**config.mk**
```make
export PLATFORM = sky130hd
export DESIGN_NAME = dizi_hizalama_kontrol_flat
export DESIGN_NICKNAME = d
export VERILOG_FILES = /design/src/rtl/dizi_hizalama_kontrol_if.sv /design/src/rtl/dizi_hizalama_kontrol.sv /design/src/flat_wrapper.sv
export SDC_FILE = /design/constraint.sdc
export NUM_CORES = 1
export LEC_CHECK = 0
export CAP_MARGIN = 20
export CORE_MARGIN = 10
export CORE_UTILIZATION = 40
export DETAILED_ROUTE_END_ITERATION = 10
export HOLD_SLACK_MARGIN = 0.08
export PLACE_DENSITY = 0.67
export SYNTH_ARGS = -nofsm -noshare
export SYNTH_HDL_FRONTEND = slang
export SYNTH_SLANG_ARGS = --single-unit
```
**constraint.sdc**
```tcl
create_clock -name clk -period 2.1 [get_ports clk]
set_input_delay 0.525 -clock clk [delete_from_list [all_inputs] [get_ports clk]]
set_output_delay 0.525 -clock clk [all_outputs]
set_load 0.1 [all_outputs]
```
**src/rtl/dizi_hizalama_kontrol_if.sv**
```systemverilog
// Handshake and result bus of the codon alignment checker.
// The width of toplam follows N_KODON so that 3*N_KODON fits exactly.
interface dizi_hizalama_kontrol_if #(
  parameter int N_KODON = 8
);
  localparam int W = $clog2(3*N_KODON+1);

  logic         basla;
  logic         iptal;
  logic         giris_gecerli;
  logic [5:0]   kodon1;
  logic [5:0]   kodon2;
  logic         giris_hazir;
  logic [1:0]   skor;
  logic [W-1:0] toplam;
  logic [7:0]   tam_sayi;
  logic         mesgul;
  logic         bitti;
  logic         gecti;

  modport master (
    output basla, iptal, giris_gecerli, kodon1, kodon2,
    input  giris_hazir, skor, toplam, tam_sayi, mesgul, bitti, gecti
  );

  modport slave (
    input  basla, iptal, giris_gecerli, kodon1, kodon2,
    output giris_hazir, skor, toplam, tam_sayi, mesgul, bitti, gecti
  );
endinterface

```
**src/rtl/dizi_hizalama_kontrol.sv**
```systemverilog
// Codon-pair alignment scorer: scores N_KODON pairs per job, accumulates a
// total and a perfect-match count, then pulses bitti with a pass verdict.
module dizi_hizalama_kontrol #(
  parameter int N_KODON = 8,
  parameter int ESIK    = 12
) (
  input logic                     clk,
  input logic                     rst,
  dizi_hizalama_kontrol_if.slave  bus
);
  localparam int          W      = $clog2(3*N_KODON+1);
  localparam logic [7:0]  N_U    = 8'(N_KODON);
  localparam logic [31:0] ESIK_U = ESIK;

  typedef enum logic [1:0] {BOSTA, CALIS, BOSALT, BITTI} durum_t;

  durum_t       durum, durum_d;
  logic [7:0]   sayac;
  logic         bos_sayac;
  logic         skor_vld;
  logic [1:0]   skor;
  logic [W-1:0] toplam;
  logic [7:0]   tam_sayi;
  logic         gecti;
  logic         xfer;
  logic         iptal_et;
  logic [2:0]   esit;
  logic [1:0]   puan;

  assign bus.giris_hazir = (durum == CALIS) && (sayac < N_U);
  assign bus.skor        = skor;
  assign bus.toplam      = toplam;
  assign bus.tam_sayi    = tam_sayi;
  assign bus.gecti       = gecti;
  assign bus.mesgul      = (durum != BOSTA);
  assign bus.bitti       = (durum == BITTI);

  assign xfer     = bus.giris_gecerli && bus.giris_hazir;
  assign iptal_et = bus.iptal && (durum == CALIS || durum == BOSALT);

  // One bit per nucleotide position that matches.
  assign esit[2] = (bus.kodon1[5:4] == bus.kodon2[5:4]);
  assign esit[1] = (bus.kodon1[3:2] == bus.kodon2[3:2]);
  assign esit[0] = (bus.kodon1[1:0] == bus.kodon2[1:0]);
  assign puan    = {1'b0, esit[2]} + {1'b0, esit[1]} + {1'b0, esit[0]};

  always_ff @(posedge clk or posedge rst) begin
    if (rst) durum <= BOSTA;
    else     durum <= durum_d;
  end

  always_comb begin
    durum_d = durum;
    case (durum)
      BOSTA:  if (bus.basla && !bus.iptal) durum_d = CALIS;
      CALIS:  if (bus.iptal) durum_d = BOSTA;
              else if (xfer && sayac == N_U - 8'd1) durum_d = BOSALT;
      BOSALT: if (bus.iptal) durum_d = BOSTA;
              else if (bos_sayac) durum_d = BITTI;
      BITTI:  durum_d = BOSTA;
      default: durum_d = BOSTA;
    endcase
  end

  always_ff @(posedge clk or posedge rst) begin
    if (rst) begin
      sayac     <= '0;
      bos_sayac <= 1'b0;
      skor_vld  <= 1'b0;
      skor      <= '0;
      toplam    <= '0;
      tam_sayi  <= '0;
      gecti     <= 1'b0;
    end else if (durum == BOSTA) begin
      if (durum_d == CALIS) begin
        sayac     <= '0;
        bos_sayac <= 1'b0;
        skor_vld  <= 1'b0;
        skor      <= '0;
        toplam    <= '0;
        tam_sayi  <= '0;
        gecti     <= 1'b0;
      end
    end else if (iptal_et) begin
      // Drop any score still in flight; partial totals stay visible.
      skor_vld  <= 1'b0;
      bos_sayac <= 1'b0;
      gecti     <= 1'b0;
    end else begin
      skor_vld <= xfer;
      if (xfer) begin
        skor  <= puan;
        sayac <= sayac + 8'd1;
      end
      if (skor_vld) begin
        toplam <= toplam + W'(skor);
        if (skor == 2'd3) tam_sayi <= tam_sayi + 8'd1;
      end
      bos_sayac <= (durum == BOSALT) ? ~bos_sayac : 1'b0;
      // Last score has landed in toplam by the second drain cycle.
      if (durum == BOSALT && bos_sayac) gecti <= (32'(toplam) >= ESIK_U);
    end
  end
endmodule

```
**src/flat_wrapper.sv**
```systemverilog
// flat-port wrapper written by rule: the top's interface ports become plain ports
module dizi_hizalama_kontrol_flat 
#(
  parameter int N_KODON = 8,
  parameter int ESIK    = 12
)
  (clk, rst, bus_basla, bus_iptal, bus_giris_gecerli, bus_kodon1, bus_kodon2, bus_giris_hazir, bus_skor, bus_toplam, bus_tam_sayi, bus_mesgul, bus_bitti, bus_gecti);
  dizi_hizalama_kontrol_if #(.N_KODON(N_KODON)) bus_i ();
  input logic clk;
  input logic rst;
  input wire logic [$bits(bus_i.basla)-1:0] bus_basla;
  input wire logic [$bits(bus_i.iptal)-1:0] bus_iptal;
  input wire logic [$bits(bus_i.giris_gecerli)-1:0] bus_giris_gecerli;
  input wire logic [$bits(bus_i.kodon1)-1:0] bus_kodon1;
  input wire logic [$bits(bus_i.kodon2)-1:0] bus_kodon2;
  output wire logic [$bits(bus_i.giris_hazir)-1:0] bus_giris_hazir;
  output wire logic [$bits(bus_i.skor)-1:0] bus_skor;
  output wire logic [$bits(bus_i.toplam)-1:0] bus_toplam;
  output wire logic [$bits(bus_i.tam_sayi)-1:0] bus_tam_sayi;
  output wire logic [$bits(bus_i.mesgul)-1:0] bus_mesgul;
  output wire logic [$bits(bus_i.bitti)-1:0] bus_bitti;
  output wire logic [$bits(bus_i.gecti)-1:0] bus_gecti;
  assign bus_i.basla = bus_basla;
  assign bus_i.iptal = bus_iptal;
  assign bus_i.giris_gecerli = bus_giris_gecerli;
  assign bus_i.kodon1 = bus_kodon1;
  assign bus_i.kodon2 = bus_kodon2;
  assign bus_giris_hazir = bus_i.giris_hazir;
  assign bus_skor = bus_i.skor;
  assign bus_toplam = bus_i.toplam;
  assign bus_tam_sayi = bus_i.tam_sayi;
  assign bus_mesgul = bus_i.mesgul;
  assign bus_bitti = bus_i.bitti;
  assign bus_gecti = bus_i.gecti;
  dizi_hizalama_kontrol #(.N_KODON(N_KODON), .ESIK(ESIK)) u_core (.clk(clk), .rst(rst), .bus(bus_i));
endmodule
```
==> impl_metrics.toml, run 1 <==
[cells_and_area]
nets = 228
multi_input_area_um2 = 790
final_area_um2 = 2170
diodes = 0
ff_latch_area_um2 = 708
fillerInstances = 325
drive_gt1_share_pct = 25.5
area_delta_synth_final_pct = 43.1

[global_route]
grt_pass1_vias = 1300
groute.usage.overall_pct = 11.2
grt_max_degree = 29
overflow = 0
grt_pass1_wl_um = 6080
antenna_found_initial = 0

[sta]
period_share_pct = 101
final-setup-viol-count = 1
layout_setup_ws_ps = -12.5
finClkSkew_ps = 2.75
min_period_ps = 2110
clock.fmax_ghz = 0.473
drv_slew = 0
max_slew_margin_pct = 68.7
rsz0062_at_grt = "true"
holdWs_ps = 497
worst_pin_slew_ps = 468
finalHoldViolCount = 0

[logic_synthesis]
ys_warn_count = 0
synth_top_area_share_pct = 46.1
ys_async_sr_fraction_pct = 100
synth-main-ff-cell = "dfrtp_1"
synthesis.area_um2 = 1520
syn-num-nets = 180
ys_seq_area_share_pct = 46.1
yosysUniqueCellTypes = 36
synth-seq-cells = 28
syn_avg_cell_area_um2 = 9.93
synth_cells = 153
synth_edf_count = 0
synth.largest_area_cell = "dfrtp_1"
synth_top_cells_by_count = "dfrtp_1, nand3_1, nor2_1"
ys_top_cells_by_area = "dfrtp_1, xor2_1, ha_1"
synth_most_common_cell = "dfrtp_1"

[route]
dr.pass1.iters = 4
postRouteAntennaNets = 0
drt_iter0_drc = 65
wire_per_inst_um = 14.4
drt_wl_total_um = 3580
vias = 1279
drc = 0
avgViaCountPerCell = 5.16

[die]
num_rows = 22
core_um2 = 3660
dieWidth_um = 81.6
die_h_um = 81.6
initial_core_util_pct = 41.5
die-area_um2 = 6660
ios = 36

[cts]
htree_levels = 1
cts_sinks = 28
clkSlewWorstSetupHoldPaths_ps = 90
cts_buffers = 3
clockRootBuffer = "clkbuf_8"
insertion_delay_ps = 270
cts_tree = "built"
cts_hold_buf = 0
cts_buffer_depth = 2

[run]
drv_cap = 0

[worst_setup_path]
crit_slowest_cell = "dfrtp_1"
slowest_delay_ps = 430
arrival_ps = 1590
cp_num_buf_inv = 1
crit_path_end_kind = "output pin"
cp_cell_sequence = "or3_4, nor4b_4, buf_12"
cp-start-kind = "flop"
cp_data_required_time_ps = 1570
crit_fanout = 3
critPathKind = "flop to output pin"
crit_family = "simple AND/OR/NAND/NOR gates"

[power]
powerDensity_nw_per_um2 = 835
vdd_ir_drop_max_uv = 516
p_leak_nw = 1.00

[placement]
hpwl_um = 2950
place_congestion = 0.934
numPortBuffers = 35
place_area_um2 = 2100

[min_path]
hold_class = "flop to flop"

[outcome]
violations = "negative setup slack"
status = "finished with violations"
-- through the flow --
step | power [mW] | setup slack, ps | utilization, % | setup TNS (ps) | cells
2_1_floorplan | 1.16 | -539 | - | -4500 | 153
3_3_place_gp | 1.45 | 43.4 | 57.5 | 0 | 243
3_5_place_dp | 1.48 | -40.2 | 57.5 | -77.7 | 243
4_1_cts | 1.82 | -54.7 | 59.1 | -54.7 | 247
5_1_grt | 1.92 | -63.6 | 59.4 | -63.6 | 248
6_report | 1.81 | -12.5 | 59.4 | -12.5 | 248
-- path summary, 6_finish.rpt --
check,startpoint,end,slack [ps],depth (start not counted)
min,u_core.sayac[6]$_DFFE_PP0P_,u_core.sayac[6]$_DFFE_PP0P_,500,1
min reg2reg,u_core.sayac[6]$_DFFE_PP0P_,u_core.sayac[6]$_DFFE_PP0P_,500,1
min in group asynchronous,rst,u_core.sayac[1]$_DFFE_PP0P_,610,3
max,u_core.sayac[3]$_DFFE_PP0P_,bus_giris_hazir,-10,3
max reg2reg,u_core.durum[0]$_DFF_PP0_,u_core.bus.tam_sayi[5]$_DFFE_PP0P_,130,7
max in group asynchronous,rst,u_core.bus.tam_sayi[2]$_DFFE_PP0P_,1210,3
-- cells in the final DEF, fill, tap and decap left out, types with 2 or more instances in the layout --
master           netlist  final
o21ai_1                7      7
nand4_1                3      3
and2_1                 4      4
nor3b_1                2      2
buf_12                 0     11
xor2_1                12     12
fa_1                   2      2
nand2_1               11     11
dfrtp_2                0      6
ha_1                   8      6
and3_1                 2      2
nor2_1                14     13
clkdlybuf4s50_1        0     16
nor2b_1                4      4
o21ai_0                7      7
clkbuf_8               0      4
a21oi_1                3      3
a22o_1                 2      2
ha_2                   0      2
buf_4                  0     20
inv_1                  7      5
nand3_1               15     15
dfrtp_1               28     22
-- registers in the layout, summed over array words and instances (netlist names) --
name and count:
u_core.bus.tam_sayi 8, u_core.sayac 8, u_core.bus.toplam 5, u_core.bus.skor 2, u_core.durum 2, u_core.bos_sayac 1
u_core.bus.gecti 1, u_core.skor_vld 1
-- report_power, final --
part | internal (mW) | switching [mW] | total [mW]
registers | 0.578 | 0.0455 | 0.623
logic | 0.329 | 0.533 | 0.861
clock network | 0.168 | 0.162 | 0.329
-- kinds of logic after synthesis --
kind of cell	Yosys count	synth area share, %
AOI/OAI and AO/OA	28	11.5
xor gates and xnor gates	13	7.50
adders and majority gates	10	9.23
buffers and inverters	11	2.72
DFF	28	46.1
muxes	1	0.741
and+or+nand+nor	62	22.2
-- per-layer routing --
layer  global-route usage (%)  up-vias  wire length [µm]
met5                        0        -                 0
li1                         -      624                 -
met3                     2.73        2               287
met4                     3.57        0                36
met2                     19.8       44              1770
met1                     13.0      609              1490
-- layout make-up --
type,count,share of cell area [%]
timing repair buffer,47,24.4
multi-input combinational,114,36.3
clock buffer,4,2.53
inverter,7,1.38
tap,48,2.76
sequential,28,32.6
-- repair_timing --
| action | CTS | global route |
|---|---|---|
| buffers inserted | 0 | 1 |
| endpoints found under the setup margin | 2 | 2 |
| pin swaps | 0 | 0 |
| gates resized for setup | 1 | 3 |
| cloned | 0 | 0 |
(Power assumes the default switching activity.)
==> run 2, diff against run 1 <==
--- a/config.mk
+++ b/config.mk
@@ -8,6 +8,7 @@
 export CAP_MARGIN = 20
 export CORE_MARGIN = 10
 export CORE_UTILIZATION = 40
+export CTS_CLUSTER_DIAMETER = 60
 export DETAILED_ROUTE_END_ITERATION = 10
 export HOLD_SLACK_MARGIN = 0.08
 export PLACE_DENSITY = 0.67
==> results of run 2 <==
Same layout as run 1: the final DEF is identical, and so are final timing and power.
==> run 3, diff against run 2 <==
--- a/config.mk
+++ b/config.mk
@@ -12,6 +12,7 @@
 export DETAILED_ROUTE_END_ITERATION = 10
 export HOLD_SLACK_MARGIN = 0.08
 export PLACE_DENSITY = 0.67
+export SKIP_CTS_REPAIR_TIMING = 1
 export SYNTH_ARGS = -nofsm -noshare
 export SYNTH_HDL_FRONTEND = slang
 export SYNTH_SLANG_ARGS = --single-unit
==> impl_metrics.toml, run 3 (synthesis gave the netlist of run 1 again) <==
[run]
drv_cap = 0

[placement]
numPortBuffers = 35
hpwl_um = 2950
place_area_um2 = 2100
place_congestion = 0.934
place_ws_ps = -40.2

[worst_setup_path]
cp_cell_sequence = "or3_4, nor4b_4, buf_12"
crit_fanout = 3
crit_path_end_kind = "output pin"
critPathKind = "flop to output pin"
cp-start-kind = "flop"
crit_slowest_cell = "dfrtp_1"
slowest_delay_ps = 430
arrival_ps = 1590
cp_data_required_time_ps = 1570

[cells_and_area]
area_delta_synth_final_pct = 43.1
largestRegisters = "u_core.bus.tam_sayi (8), u_core.sayac (8), u_core.bus.toplam (5)"
final_area_um2 = 2170
final_cell_mix = "dfrtp_1, buf_4, clkdlybuf4s50_1"
drive_gt1_share_pct = 25.5
diodes = 0
nets = 228
layout_commonest_cell = "dfrtp_1"

[global_route]
grt_pass1_wl_um = 6080
antenna_found_initial = 0
grt_max_degree = 29
groute.usage.overall_pct = 11.2
overflow = 0
grt_pass1_vias = 1302

[cts]
clockRootBuffer = "clkbuf_8"
insertion_delay_ps = 270
cts_tree = "built"
cts_buffers = 3
cts_sinks = 28
clkSlewWorstSetupHoldPaths_ps = 90
cts_buffer_depth = 2
htree_levels = 1

[die]
core_um2 = 3660
die_h_um = 81.6
initial_core_util_pct = 41.5
num_rows = 22
die-area_um2 = 6660
dieWidth_um = 81.6
ios = 36

[route]
avgViaCountPerCell = 5.13
drt_wl_total_um = 3580
drc = 0
dr.pass1.iters = 4
vias = 1272
postRouteAntennaNets = 0
wire_per_inst_um = 14.4
drt_iter0_drc = 65

[power]
powerDensity_nw_per_um2 = 834
p_leak_nw = 1.00
vdd_ir_drop_max_uv = 516

[outcome]
violations = "negative setup slack"
status = "finished with violations"

[min_path]
hold_class = "flop to flop"

[sta]
rsz0062_at_grt = "true"
worst_pin_slew_ps = 468
clock.fmax_ghz = 0.473
min_period_ps = 2110
holdWs_ps = 497
max_slew_margin_pct = 68.7
finalHoldViolCount = 0
finClkSkew_ps = 2.96
drv_slew = 0
final-setup-viol-count = 1
layout_setup_ws_ps = -14.6
period_share_pct = 101
-- run 3: cell counts in the layout (fill, tap and decap cells not counted) --
Identical to the previous run, type by type.
-- run 3: layout make-up --
class                           count  area (µm²)
Fill cell                         325        1490
Multi-Input combinational cell    114         790
Sequential cell                    28         708
Timing Repair Buffer               47         531
Tap cell                           48        60.1
Clock buffer                        4        55.1
Inverter                            7        30.0
-- run 3: per-stage QoR --
step,power [mW],setup TNS (ps),std cells,utilization (%)
after floorplan,1.16,-4500,153,-
final,1.81,-14.6,248,59.4
after CTS,1.81,-63.9,247,59.0
after detailed placement,1.48,-77.7,243,57.5
after global routing,1.92,-63.6,248,59.4
after global placement,1.45,0,243,57.5
-- run 3: report_power, final --
group / total [mW] / internal (mW) / leakage (nW) / switching (mW)
combinational: 0.861 / 0.329 / 0.596 / 0.532
clock: 0.329 / 0.168 / 0.0288 / 0.162
sequential: 0.623 / 0.578 / 0.379 / 0.0455
total: 1.81 / 1.07 / 1.00 / 0.739
-- run 3: worst paths after layout --
kind / depth (start not counted) / end / slack [ps] / from
worst min-delay path: 1 / u_core.sayac[6]$_DFFE_PP0P_ / 500 / u_core.sayac[6]$_DFFE_PP0P_
worst min register to register: 1 / u_core.sayac[6]$_DFFE_PP0P_ / 500 / u_core.sayac[6]$_DFFE_PP0P_
worst max-delay path: 3 / bus_giris_hazir / -10 / u_core.sayac[3]$_DFFE_PP0P_
worst max register to register: 7 / u_core.bus.tam_sayi[5]$_DFFE_PP0P_ / 130 / u_core.durum[0]$_DFF_PP0_
max in group asynchronous: 3 / u_core.bus.tam_sayi[2]$_DFFE_PP0P_ / 1210 / rst
min in group asynchronous: 3 / u_core.sayac[1]$_DFFE_PP0P_ / 610 / rst
-- run 3: metal layers --
layer  vias up  wire, µm  global-route usage [%]
li1        624         -                       -
met5         -         0                       0
met4         0        36                    3.57
met1       607      1500                    13.0
met3         2       276                    2.73
met2        39      1770                    19.8
-- run 3: worst max-delay path, delay by kind of cell, from the launching register on --
family | cells | cell delay, ps
buffers and inverters | 1 | 220
and+or+nand+nor | 2 | 670
DFF | 1 | 430
